**config.mk**
```make
export PLATFORM = sky130hd
export DESIGN_NAME = valu_ctrl_seq
export DESIGN_NICKNAME = d
export VERILOG_FILES = /design/src/rtl/valu_ctrl_seq.sv
export SDC_FILE = /design/constraint.sdc
export NUM_CORES = 1
export LEC_CHECK = 0
export CORE_ASPECT_RATIO = 1.1
export CORE_MARGIN = 5
export CORE_UTILIZATION = 45
export CTS_CLUSTER_SIZE = 16
export DETAILED_ROUTE_END_ITERATION = 8
export GPL_ROUTABILITY_DRIVEN = 0
export PLACE_DENSITY = 0.78
export SYNTH_ARGS = -nofsm -noshare
export SYNTH_HDL_FRONTEND = slang
export SYNTH_SLANG_ARGS = --single-unit
```
**constraint.sdc**
```tcl
create_clock -name clk -period 2.4 [get_ports clk]
set_input_delay 0.24 -clock clk [delete_from_list [all_inputs] [get_ports clk]]
set_output_delay 0.24 -clock clk [all_outputs]
set_load 0.01 [all_outputs]
```
**src/rtl/valu_ctrl_seq.sv**
```systemverilog
// valu_ctrl_seq: sequenced ALU control unit issuing one registered control word per datapath beat
module valu_ctrl_seq #(
  parameter int VLEN = 128,
  parameter int DP_W = 32,
  localparam int NBEATS = VLEN / DP_W,
  localparam int BW = (NBEATS > 1) ? $clog2(NBEATS) : 1,
  localparam int CW = DP_W / 8
) (
  input  logic          clk,
  input  logic          reset,
  input  logic          flush,
  input  logic          in_valid,
  output logic          in_ready,
  input  logic [2:0]    alu_op,
  input  logic [5:0]    funct,
  input  logic [1:0]    df,
  output logic          out_valid,
  input  logic          out_ready,
  output logic [2:0]    alu_ctrl,
  output logic [BW-1:0] beat_idx,
  output logic          out_last,
  output logic          vec_mode,
  output logic [CW-1:0] carry_cut,
  output logic          illegal
);
  typedef enum logic [1:0] {IDLE, ISSUE, ERR} state_t;
  state_t state, state_n;
  logic dec_ok, dec_vec, valid_n, last_n, ill_n, vec_n;
  logic [2:0] dec_ctrl, ctrl_n;
  logic [CW-1:0] dec_cut, cut_n;
  logic [BW-1:0] idx_n, idx_inc;
  assign in_ready = state == IDLE;
  assign idx_inc = beat_idx + BW'(1);
  always_comb begin
    dec_ok = 1'b1;
    dec_vec = 1'b0;
    dec_ctrl = 3'b000;
    if (alu_op == 3'b000) begin
      case (funct)
        6'b100000: dec_ctrl = 3'b000;
        6'b100010: dec_ctrl = 3'b001;
        6'b100100: dec_ctrl = 3'b010;
        6'b100101: dec_ctrl = 3'b011;
        6'b101010: dec_ctrl = 3'b100;
        6'b011110: dec_vec = 1'b1;
        default:   dec_ok = 1'b0;
      endcase
    end else if (alu_op[2]) dec_ok = 1'b0;
    else dec_ctrl = (alu_op == 3'b001) ? 3'b001 : (alu_op == 3'b010) ? 3'b000 : 3'b011;
    if (dec_vec && df == 2'b11 && DP_W < 64) dec_ok = 1'b0;
    // a cut after every element-sized group of bytes splits the adder into lanes
    for (int i = 0; i < CW; i++) dec_cut[i] = dec_vec && (((i + 1) % (1 << df)) == 0);
    dec_cut[CW-1] = 1'b1;
  end
  always_comb begin
    state_n = state;
    valid_n = out_valid;
    last_n = out_last;
    ill_n = 1'b0;
    ctrl_n = alu_ctrl;
    idx_n = beat_idx;
    vec_n = vec_mode;
    cut_n = carry_cut;
    if (flush) begin
      state_n = IDLE;
      valid_n = 1'b0;
      last_n = 1'b0;
      idx_n = '0;
    end else if (state == IDLE && in_valid) begin
      state_n = dec_ok ? ISSUE : ERR;
      ill_n = !dec_ok;
      valid_n = dec_ok;
      last_n = dec_ok && (!dec_vec || NBEATS == 1);
      idx_n = '0;
      ctrl_n = dec_ok ? dec_ctrl : alu_ctrl;
      vec_n = dec_ok ? dec_vec : vec_mode;
      cut_n = dec_ok ? dec_cut : carry_cut;
    end else if (state == ISSUE && out_ready) begin
      state_n = out_last ? IDLE : ISSUE;
      valid_n = !out_last;
      last_n = !out_last && idx_inc == BW'(NBEATS - 1);
      idx_n = out_last ? '0 : idx_inc;
    end else if (state == ERR) state_n = IDLE;
  end
  always_ff @(posedge clk or posedge reset) begin
    if (reset) begin
      state <= IDLE;
      out_valid <= 1'b0;
      out_last <= 1'b0;
      illegal <= 1'b0;
      alu_ctrl <= 3'b000;
      beat_idx <= '0;
      vec_mode <= 1'b0;
      carry_cut <= '0;
    end else begin
      state <= state_n;
      out_valid <= valid_n;
      out_last <= last_n;
      illegal <= ill_n;
      alu_ctrl <= ctrl_n;
      beat_idx <= idx_n;
      vec_mode <= vec_n;
      carry_cut <= cut_n;
    end
  end
endmodule

```
---- Yosys cells after proc, flatten, opt, wreduce, memory -nomap -nowiden ----
Index checks and enable logic that the tools add are counted.
word-level totals
  register bits ........................... 15
operators by class
  divide/modulo/power cells ............... 3
  multiplexer cells ....................... 29
  reduce and logical (&&, ||, !) cells .... 20
  add/sub/neg operators ................... 1
  equality and inequality tests ........... 12
  shifts and indexed selects .............. 1
  bitwise gates (word level) .............. 1
operators with widths
  cell                     number
  $logic_not A32 Y1        3
  $mod A3 B32 Y32 const A  2
  $mod A2 B32 Y32 const A  1
  $shl A1 B2 Y32 const A   1
  $eq A6 B6 Y1 const B     5
  $mux W2                  12
  $mux W1                  15
  $pmux W3 S4              1
  $logic_and A1 B1 Y1      8
  $eq A2 B2 Y1 const B     3
  $eq A6 B5 Y1 const B     1
  $reduce_or A6 Y1         1
  $reduce_bool A4 Y1       1
  $eq A3 B1 Y1 const B     1
  $eq A3 B2 Y1 const B     1
  $logic_not A1 Y1         3
  $logic_not A3 Y1         1
  $mux W3                  1
  $reduce_and A3 Y1        1
  $reduce_bool A3 Y1       1
  $add A2 B1 Y2 const B    1
  $eq A2 B1 Y1 const B     1
  $logic_not A2 Y1         1
  $not A1 Y1               1

---- Logic depth before layout (Yosys ltp) ----
  word-level depth ........................ 8
  depth in mapped cells ................... 9
  mapped depth without buffers ............ 9

---- Worst setup path after synthesis ----
OpenSTA, ideal clock, no wires.
  path kind ............................... register to register
  start ................................... register state[1]
  end ..................................... register carry_cut[1]
  library setup time ...................... 0.076 ns
  buffers on the path ..................... 0
  slack ................................... 0.720 ns
  clock period less this slack ............ 1.680 ns
  arrival ................................. 1.604 ns
  data required time ...................... 2.324 ns
  stages on the path, launching flop included .. 6
  path through ............................ dfrtp_1 -> or3b_1 -> nor3_1 -> o21ai_1 -> or4b_1 -> o21ai_1
between the ends
  longest elaborated chain between the ends .. 3
ends and longest elaborated chain
  element                             line  RTL
  start, declared                     27    state_t state, state_n;
  start signal, assigned              96    state <= state_n;
  $logic_not A2 Y1                    69    end else if (state == IDLE && in_valid) begin
  $logic_and A1 B1 Y1                 69
  $reduce_and A3 Y1 (no source line)  -
  end signal, assigned                103   carry_cut <= cut_n;
  end, declared                       23    output logic [CW-1:0] carry_cut,
No other way between the ends.
A chain may end at the register's enable or synchronous reset.

---- Final worst setup path ----
  start ................................... input port funct[2]
  end ..................................... register vec_mode
between the ends
  longest elaborated chain between the ends .. 6
  elaborated cells between the ends (all ways) .. 14
  those cells by class .................... eq/ne (6); mux (5); reduce/logical (3)
ends and longest elaborated chain
  element                                                       line    RTL
  start, declared                                               15      input logic [5:0] funct,
  $eq A6 B6 Y1 or $eq A6 B5 Y1 (tied branches)                  39      case (funct)
  $reduce_or A6 Y1 (no source line) or $mux W1 (tied branches)  -
  $mux W1, on equally long branches                             39, 38
  $mux W1 or $logic_and A1 B1 Y1 (tied branches)                38, 50
  $mux W1                                                       50      if (dec_vec && df == 2'b11 && DP_W < 64) dec_ok = 1'b0;
  $reduce_and A3 Y1 (no source line)                            -
  end signal, assigned                                          102     vec_mode <= vec_n;
  end, declared                                                 22      output logic vec_mode,
Several ways; a longest one is shown, not always the timed one.

==> out/qor.txt <==
status -> finished clean
Vias/cell -> 5.11
Post-Syn Area per Cell -> 9.21 um^2
Synthesis Warnings -> 0
critical-path cell list -> clkdlybuf4s50_1 > mux2_1 > o31ai_2 > o21ai_1 > mux2_2
CP bufs+invs -> 1
Clock Path Buffers -> 2
Async SR Flop Fraction -> 1.00
Remaining DRCs -> 0
EDFF count, synth -> 0
Die ar. -> 3050 um^2
CTS root buf -> clkbuf_4
CP max stage delay -> 0.69 ns
Worst Setup Slack, final -> 0.395 ns
final setup violating endpoints -> 0
first drt pass iteration count -> 3
Leakage -> 0.565 nW
CTS sink cnt -> 14
Initial Util -> 0.466
first-pass GRT wire length -> 3220 um
Max-slew headroom -> 0.432
largest net degree at the start of global routing -> 15
critical path depth in cells -> 5
port bufs -> 29
Startpoint Class -> input port
HP Class -> in -> async
reg-to-reg slack, setup -> 0.50 ns
Post-Syn Area -> 921 um^2
routed wire length -> 2000 um
Synth top area share -> 0.380
peak supply drop -> 0.242 mV
crit-path max FO -> 13
Net Count, Synth -> 126
cells after synthesis -> 100
FF-to-FF path depth -> 4
Synth Flop Type -> dfrtp_1
max-slew violations -> 0
area leader, netlist -> dfrtp_1
Core Rows -> 17
dpl ws -> 0.124 ns
H-tree Lvls -> 1
post-CTS setup buffers -> 0
min Tclk post-route -> 2.01 ns
CTS Hold Bufs -> 0
worst skew pair latency -> 0.27 ns
Power per Cell Area -> 442 nW/um^2
DRT antenna net count -> 0
worst slew pin tran -> 0.846 ns
Data required, critical path -> 2.56 ns
r2r startpoint -> state[0]
Seq cells post-synth -> 14
Die Y -> 57.4 um
worst setup path startpoint -> funct[2]
initial antenna violation count -> 0
FF-to-FF End -> vec_mode
Final Skew -> 0.00434 ns
I/O pin cnt -> 30
post-CTS sizing -> 0
fin util -> 0.646
total of max-cap violations -> 0
placed inst area -> 1240 um^2
RSZ-0062 raised after global routing -> false
post-detail-place hpwl -> 1640 um
slowest cell on the critical path -> o21ai_1
DR WL/cell -> 12.5 um
Critical Path End Type -> register
Synth area leaders -> dfrtp_1, ha_1, nand2_1
Distinct cells, synth -> 33
cell family contributing the most delay on the critical path -> compound AO/OA/AOI/OAI gates
DIE WIDTH -> 53.1 um
Core Footprint -> 1980 um^2
Post-Layout Inst Area -> 1280 um^2
Setup Crit Path Kind -> in -> reg
CP arrival -> 2.17 ns
crit path capture -> vec_mode
sequential cell area -> 350 um^2
Hold Worst Slack -> 0.317 ns
register area share after synthesis -> 0.380
Layout area overhead -> 38.7%
setup TNS -> 0 ns
CTS buffer count -> 3
nets@finish -> 159
top post-synthesis cells by count -> dfrtp_1, nand2_1, ha_1
Congestion Overflow GR -> 0
layout cell share with drive strength beyond 1 -> 0.0833
fmax -> 499 MHz
fin crit share -> 0.836
Worst-path clk slew -> 0.09 ns
multi-input combinational cell area -> 528 um^2
vias in the first global route -> 787
CTS tree -> built
count leader, synth -> dfrtp_1
Global Route Usage Sum -> 0.142
Final Hold Fails -> 0
via count -> 818
Inserted Diodes -> 0
DR iter-0 viols -> 11
fillers -> 173
[per-stage QoR]
stage / cells / total power, mW
final: 160 / 0.565
after global routing: 160 / 0.599
after CTS: 160 / 0.573
after detailed placement: 156 / 0.403
after global placement: 156 / 0.399
after floorplan: 100 / 0.328
[report_power, final]
| group | total, mW | switching [mW] | internal (mW) |
|---|---|---|---|
| registers | 0.260 | 0.0100 | 0.250 |
| clock network | 0.168 | 0.0758 | 0.0921 |
| logic | 0.137 | 0.0628 | 0.0741 |
| total | 0.565 | 0.149 | 0.416 |
[final cells by class]
cell class,instances,share of cell area
Multi-Input combinational cell,76,0.413
Sequential cell,14,0.274
Timing Repair Buffer,30,0.233
Clock buffer,4,0.0284
Tap cell,28,0.0274
Inverter,8,0.0235
[layer usage]
| metal | GRT usage | vias up | part of all wire |
|---|---|---|---|
| met2 | 0.257 | 15 | 0.52 |
| met3 | 0.0339 | 2 | 0.045 |
| met1 | 0.150 | 379 | 0.43 |
| li1 | - | 422 | - |
| met5 | 0 | - | 0 |
| met4 | 0.0657 | 0 | 0.0085 |
[sequential cells by signal, summed over array words and instances (netlist names)]
name	count
carry_cut	3
beat_idx	2
out_last	1
state	2
out_valid	1
alu_ctrl	3
vec_mode	1
illegal	1
[cells in the final DEF, fill, tap and decap left out, types with 2 or more instances in the layout]
cell	instances
dfrtp_1	14
clkdlybuf4s50_1	29
inv_1	8
a21o_1	2
o21ai_1	3
nor2_1	9
nand3b_1	3
nor3_1	3
o21ai_0	8
o31ai_1	2
clkbuf_4	3
ha_1	10
nand2b_1	3
nand2_1	11
a21oi_1	4
[logic make-up (layout without fill, tap and decap cells)]
family | count (synthesis) | in the layout | synth area share
mux | 3 | 3 | 0.0353
fa+ha+maj | 10 | 10 | 0.136
flops | 14 | 14 | 0.380
compound gates | 25 | 25 | 0.170
simple gates | 38 | 38 | 0.232
buf+inv | 10 | 42 | 0.0462
[worst min-delay path by stage]
stage / from / to / slack (ns) / cells after the start
3_3_place_gp: out_valid / out_valid / 0.46 / 1
5_1_grt: reset / alu_ctrl[0] / 0.36 / 2
4_1_cts: reset / alu_ctrl[0] / 0.32 / 2
2_1_floorplan: reset / alu_ctrl[0] / 0.13 / 1
3_5_place_dp: carry_cut[3] / carry_cut[3] / 0.46 / 1
6_report: reset / alu_ctrl[0] / 0.32 / 2
[worst reg2reg max path, cell delays in order (launching register included)]
cell     delay, ns
dfrtp_1       0.43
or3b_1        0.40
nor3_1        0.22
o21ai_1       0.35
mux2_2        0.39
Power figures use the tool's default switching activity.
